===== config.mk =====
export PLATFORM = sky130hd
export DESIGN_NAME = counter_run_ctrl
export DESIGN_NICKNAME = d
export VERILOG_FILES = /design/src/rtl/counter_run_ctrl.sv
export SDC_FILE = /design/constraint.sdc
export NUM_CORES = 1
export LEC_CHECK = 0
export ABC_AREA = 1
export CORE_MARGIN = 10
export CORE_UTILIZATION = 40
export DETAILED_ROUTE_END_ITERATION = 10
export MAX_ROUTING_LAYER = met4
export PLACE_DENSITY = 0.74
export SLEW_MARGIN = 20
export SYNTH_ARGS = -nofsm -noshare
export SYNTH_HDL_FRONTEND = slang
export SYNTH_SLANG_ARGS = --single-unit

===== constraint.sdc =====
create_clock -name clk -period 3 [get_ports clk]
set_clock_uncertainty 0.15 [all_clocks]
set_input_delay 0.6 -clock clk [delete_from_list [all_inputs] [get_ports clk]]
set_output_delay 0.6 -clock clk [all_outputs]
set_load 0.02 [all_outputs]

===== src/rtl/counter_run_ctrl.sv =====
// Round-robin scheduler/sequencer driving a shared up/down counter for two requesters.
// Handshake -> 1 LOAD cycle -> d RUN cycles -> 1 DONE cycle; ready only in IDLE, so requesters stall outside it.
module counter_run_ctrl #(
  parameter int WIDTH = 8
) (
  input  logic             clk,
  input  logic             clear,
  input  logic             req0_valid,
  output logic             req0_ready,
  input  logic [WIDTH-1:0] req0_start,
  input  logic [WIDTH-1:0] req0_end,
  input  logic             req0_up,
  input  logic             req1_valid,
  output logic             req1_ready,
  input  logic [WIDTH-1:0] req1_start,
  input  logic [WIDTH-1:0] req1_end,
  input  logic             req1_up,
  input  logic             abort,
  output logic             cnt_load,
  output logic [WIDTH-1:0] cnt_value,
  output logic             cnt_up_down,
  output logic             cnt_en,
  output logic [WIDTH-1:0] count,
  output logic             busy,
  output logic             grant_id,
  output logic             done,
  output logic             done_id,
  output logic             done_aborted
);

  localparam logic [1:0] S_IDLE = 2'd0;
  localparam logic [1:0] S_LOAD = 2'd1;
  localparam logic [1:0] S_RUN  = 2'd2;
  localparam logic [1:0] S_DONE = 2'd3;

  localparam logic [WIDTH-1:0] ONE = WIDTH'(1);

  logic [1:0]       state;
  logic [WIDTH-1:0] start_q;
  logic [WIDTH-1:0] end_q;
  logic             up_q;
  logic             aborted_q;
  logic             prefer1;
  logic             idle_ok;
  logic             pick1;
  logic             hs;
  logic [WIDTH-1:0] step_val;

  // Ready is held low while clear is asserted so every output reads 0 in reset.
  assign idle_ok    = (state == S_IDLE) & clear;
  assign pick1      = req1_valid & (~req0_valid | prefer1);
  assign req0_ready = idle_ok & req0_valid & ~pick1;
  assign req1_ready = idle_ok & pick1;
  assign hs         = req0_ready | req1_ready;
  assign step_val   = up_q ? count + ONE : count - ONE;

  always_ff @(posedge clk or negedge clear) begin
    if (!clear) begin
      state     <= S_IDLE;
      start_q   <= '0;
      end_q     <= '0;
      up_q      <= 1'b0;
      aborted_q <= 1'b0;
      prefer1   <= 1'b0;
      grant_id  <= 1'b0;
      count     <= '0;
    end else begin
      case (state)
        S_IDLE: begin
          if (hs) begin
            start_q   <= pick1 ? req1_start : req0_start;
            end_q     <= pick1 ? req1_end   : req0_end;
            up_q      <= pick1 ? req1_up    : req0_up;
            grant_id  <= pick1;
            prefer1   <= ~pick1;
            aborted_q <= 1'b0;
            state     <= S_LOAD;
          end
        end
        S_LOAD: begin
          count <= start_q;
          if (start_q == end_q) begin
            state <= S_DONE;
          end else if (abort) begin
            aborted_q <= 1'b1;
            state     <= S_DONE;
          end else begin
            state <= S_RUN;
          end
        end
        S_RUN: begin
          // Reaching end wins over a coincident abort.
          if (step_val == end_q) begin
            count <= step_val;
            state <= S_DONE;
          end else if (abort) begin
            aborted_q <= 1'b1;
            state     <= S_DONE;
          end else begin
            count <= step_val;
          end
        end
        S_DONE:  state <= S_IDLE;
        default: state <= S_IDLE;
      endcase
    end
  end

  assign cnt_load     = (state == S_LOAD);
  assign cnt_value    = (state == S_LOAD) ? start_q : '0;
  assign cnt_up_down  = ((state == S_LOAD) | (state == S_RUN)) & up_q;
  assign cnt_en       = (state == S_RUN);
  assign busy         = (state != S_IDLE);
  assign done         = (state == S_DONE);
  assign done_id      = (state == S_DONE) & grant_id;
  assign done_aborted = (state == S_DONE) & aborted_q;

endmodule


==> impl_metrics.json <==
{
  "nFillCells": 556,
  "synth_enable_flop_cells": 0,
  "antenna_found_initial": 0,
  "grt_pass1_wl_um": 10500,
  "cp_data_required_time_ns": 2.25,
  "cts.clk_slew.worst_paths_ns": 0.07,
  "timing.final.crit_share_pct": 93.0,
  "data_arrival_at_the_endpoint_of_the_critical_path_ns": 2.04,
  "cts-htree-levels": 2,
  "timing.critical_path.slowest_cell_delay_ns": 0.63,
  "grt-ovfl-total": 0,
  "hold-worst-slack_ns": 0.350,
  "crit_path_end": "req1_ready",
  "worst_setup_path_startpoint": "req1_valid",
  "max_cap_viol_count": 0,
  "first_pass_iters": 5,
  "ir_worst_vdd_v": 0.000455,
  "outcome": "complete, no violations",
  "hp-class": "register to register",
  "worstReg2RegStart": "count[0]",
  "timing_worst_slew_pin_value_ns": 0.506,
  "slowest_stage_cell_on_the_critical_path": "sky130_fd_sc_hd__clkdlybuf4s50_1",
  "postSynthCellCount": 348,
  "tritoncts_num_sinks": 30,
  "timing.fmax_mhz": 358,
  "postSynth.asyncResetShare_pct": 100,
  "initialDrtViolationCount": 75,
  "worst_reg2reg_path_length_in_cells": 14,
  "post-dp-hpwl_um": 5030,
  "gr-usage-all-layers_pct": 14.5,
  "via_count_of_the_first_global_routing_pass": 2268,
  "tritoncts_clock_tree": "built",
  "cts.repair_timing.setup_buffer_count": 0,
  "crit_fanout": 3,
  "die_width_um": 95.7,
  "final_nets": 467,
  "detailroute.via_count": 2281,
  "ys.flop_type": "sky130_fd_sc_hd__dfrtp_1",
  "synthesis.area_per_instance_sq_um": 6.59,
  "hold-path-cell-count": 2,
  "layout-area-overhead-vs-synth_pct": 36.1,
  "path_class": "input port to output pin",
  "drt-wirelength-per-cell_um": 12.6,
  "number_of_nets_in_the_synthesized_netlist": 399,
  "start_util_pct": 41.4,
  "rsz0062_at_grt": "no",
  "wl_um": 6140,
  "netlist_area_sq_um": 2290,
  "gp_congestion": 0.864,
  "synth_seq_area_share_pct": 32.8,
  "synthesis.yosys.warnings": 0,
  "path_common_cell": "sky130_fd_sc_hd__clkdlybuf4s50_1",
  "placement_rows": 27,
  "total_stage_count_of_the_critical_path": 5,
  "antennaDiodeCount": 0,
  "max_slew_headroom_pct": 66.2,
  "post_cts_hold_buffer_count": 0,
  "viasPerCell": 4.66,
  "cp.buffers_inverters": 3,
  "die-area_sq_um": 9160,
  "r2r_end": "count[5]",
  "ant_nets": 0,
  "worst_setup_path_start_kind": "input port",
  "route.detailed.drc": 0,
  "power.static_leakage_uw": 0.00163,
  "top_level_ports": 65,
  "cts.root.buffer_cell": "sky130_fd_sc_hd__clkbuf_8",
  "cp_top_family": "buffers and inverters",
  "setup_viol_count_final": 0,
  "finalWorstPathRequiredPeriod_ns": 2.79,
  "synth-seq-cells": 30,
  "area_of_the_core_region_sq_um": 5540,
  "grt_max_degree": 35,
  "powerDensity_nw_per_um2": 1230,
  "setup-tns-final_ns": 0,
  "synth.distinct_cells": 25,
  "crit_chain": "clkdlybuf4s50_1, o21a_1, inv_2, nor2_2, clkdlybuf4s50_1",
  "finalCoreUtilization_pct": 56.3,
  "cts_buffers": 5,
  "drive_gt1_share_pct": 6.71,
  "crit_path_end_kind": "output pin",
  "ff2ff_setup_slack_ns": 0.49,
  "clock_insertion_delay_worst_skew_ns": 0.29,
  "io_buffers": 64,
  "report.final.hold_viol_count": 0,
  "clock_path_buffers": 2,
  "report.final.slew_viol_count": 0,
  "die_height_um": 95.7
}
-- power by group --
group,switching (uW),internal [uW],total [uW]
combinational,1550,1100,2650
clock,160,185,345
sequential,225,618,843
-- final cells by class --
cell class | count | area [sq um] | area share [%]
Multi-Input combinational cell | 260 | 1310 | 42.0
Sequential cell | 30 | 751 | 24.1
Timing Repair Buffer | 71 | 696 | 22.3
Inverter | 48 | 180 | 5.78
Tap cell | 72 | 90.1 | 2.89
Clock buffer | 7 | 86.3 | 2.77
Clock inverter | 1 | 5.00 | 0.160
-- worst min-delay path, cell delays in order, from the launching register on --
cell and delay, ns:
sky130_fd_sc_hd__dfrtp_1 0.37, sky130_fd_sc_hd__nand2_1 0.06, sky130_fd_sc_hd__nand2_1 0.04
-- routing by layer --
layer / vias up / routed length (um) / GRT usage (%)
met5: - / 0 / -
met4: 0 / 56 / 3.69
met3: 7 / 398 / 4.59
met2: 44 / 2910 / 23.5
met1: 998 / 2780 / 17.1
li1: 1232 / - / -
-- cells in the mapped netlist (2+ instances only) --
cell type | count | area, sq um
sky130_fd_sc_hd__nand2_1 | 127 | 477
sky130_fd_sc_hd__inv_1 | 46 | 173
sky130_fd_sc_hd__nand3_1 | 36 | 180
sky130_fd_sc_hd__dfrtp_1 | 30 | 751
sky130_fd_sc_hd__nor2_1 | 28 | 105
sky130_fd_sc_hd__a31oi_1 | 17 | 106
sky130_fd_sc_hd__ha_1 | 11 | 138
sky130_fd_sc_hd__o21ai_0 | 9 | 45.0
sky130_fd_sc_hd__clkbuf_1 | 5 | 18.8
sky130_fd_sc_hd__xnor2_1 | 5 | 43.8
sky130_fd_sc_hd__a21oi_1 | 4 | 20.0
sky130_fd_sc_hd__buf_2 | 4 | 20.0
sky130_fd_sc_hd__nor2_2 | 4 | 25.0
sky130_fd_sc_hd__nand3_2 | 3 | 30.0
sky130_fd_sc_hd__nand3b_1 | 3 | 22.5
sky130_fd_sc_hd__xor2_1 | 3 | 26.3
sky130_fd_sc_hd__inv_2 | 2 | 7.51
sky130_fd_sc_hd__nand2_2 | 2 | 12.5
sky130_fd_sc_hd__nand2_4 | 2 | 22.5
sky130_fd_sc_hd__o21a_1 | 2 | 15.0
-- kinds of logic after synthesis --
logic type,after synthesis,share of synthesized area [%]
buffers and inverters,58,10.0
AOI/OAI and AO/OA,33,8.46
xor gates and xnor gates,8,3.06
adders and majority gates,12,6.88
and+or+nand+nor,207,38.8
DFF,30,32.8
-- per-stage QoR --
step | setup WS (ns) | instance area [sq um] | std cells | total power [uW]
6_report | 0.209 | 3120 | 489 | 3840
4_1_cts | 0.0381 | 3120 | 489 | 3880
2_1_floorplan | 0.602 | 2290 | 348 | 2740
5_1_grt | 0.0900 | 3120 | 489 | 4260
3_3_place_gp | 0.0796 | 3030 | 481 | 3440
3_5_place_dp | 0.0493 | 3030 | 481 | 3530
-- timing repair --
item                       in CTS  in global routing
hold endpoints to repair        0                  0
resized for setup               0                  1
setup endpoints to repair       0                  1
-- worst min path at each step --
| stage | to | start |
|---|---|---|
| floorplan | aborted_q | clear |
| global route | count[6] | count[6] |
| global placement | count[3] | count[3] |
| detailed placement | grant_id | grant_id |
| CTS | grant_id | grant_id |
| finish | grant_id | grant_id |
-- registers in the layout, summed over array words and instances, names as in the netlist --
name       count
aborted_q      1
start_q        8
state          2
up_q           1
grant_id       1
count          8
prefer1        1
end_q          8
-- cell usage in the layout (no fill, tap or decap) --
| cell | synthesis | layout |
|---|---|---|
| sky130_fd_sc_hd__a21oi_1 | 4 | 4 |
| sky130_fd_sc_hd__a31oi_1 | 17 | 17 |
| sky130_fd_sc_hd__buf_4 | 0 | 7 |
| sky130_fd_sc_hd__clkbuf_1 | 5 | 1 |
| sky130_fd_sc_hd__clkbuf_8 | 0 | 6 |
| sky130_fd_sc_hd__clkdlybuf4s50_1 | 0 | 63 |
| sky130_fd_sc_hd__clkinv_2 | 0 | 1 |
| sky130_fd_sc_hd__dfrtp_1 | 30 | 30 |
| sky130_fd_sc_hd__dlymetal6s2s_1 | 0 | 1 |
| sky130_fd_sc_hd__fa_1 | 1 | 1 |
| sky130_fd_sc_hd__ha_1 | 11 | 11 |
| sky130_fd_sc_hd__inv_1 | 46 | 46 |
| sky130_fd_sc_hd__inv_2 | 2 | 2 |
| sky130_fd_sc_hd__nand2_1 | 127 | 127 |
| sky130_fd_sc_hd__nand2_2 | 2 | 2 |
| sky130_fd_sc_hd__nand2_4 | 2 | 2 |
| sky130_fd_sc_hd__nand3_1 | 36 | 36 |
| sky130_fd_sc_hd__nand3_2 | 3 | 3 |
| sky130_fd_sc_hd__nand3b_1 | 3 | 3 |
| sky130_fd_sc_hd__nand4_1 | 1 | 1 |
| sky130_fd_sc_hd__nor2_1 | 28 | 28 |
| sky130_fd_sc_hd__nor2_2 | 4 | 4 |
| sky130_fd_sc_hd__o211ai_1 | 1 | 1 |
| sky130_fd_sc_hd__o21a_1 | 2 | 2 |
| sky130_fd_sc_hd__o21ai_0 | 9 | 9 |
| sky130_fd_sc_hd__or2_4 | 1 | 1 |
| sky130_fd_sc_hd__xnor2_1 | 5 | 5 |
| sky130_fd_sc_hd__xor2_1 | 3 | 3 |
No activity file was read; power rests on OpenSTA's default activity.
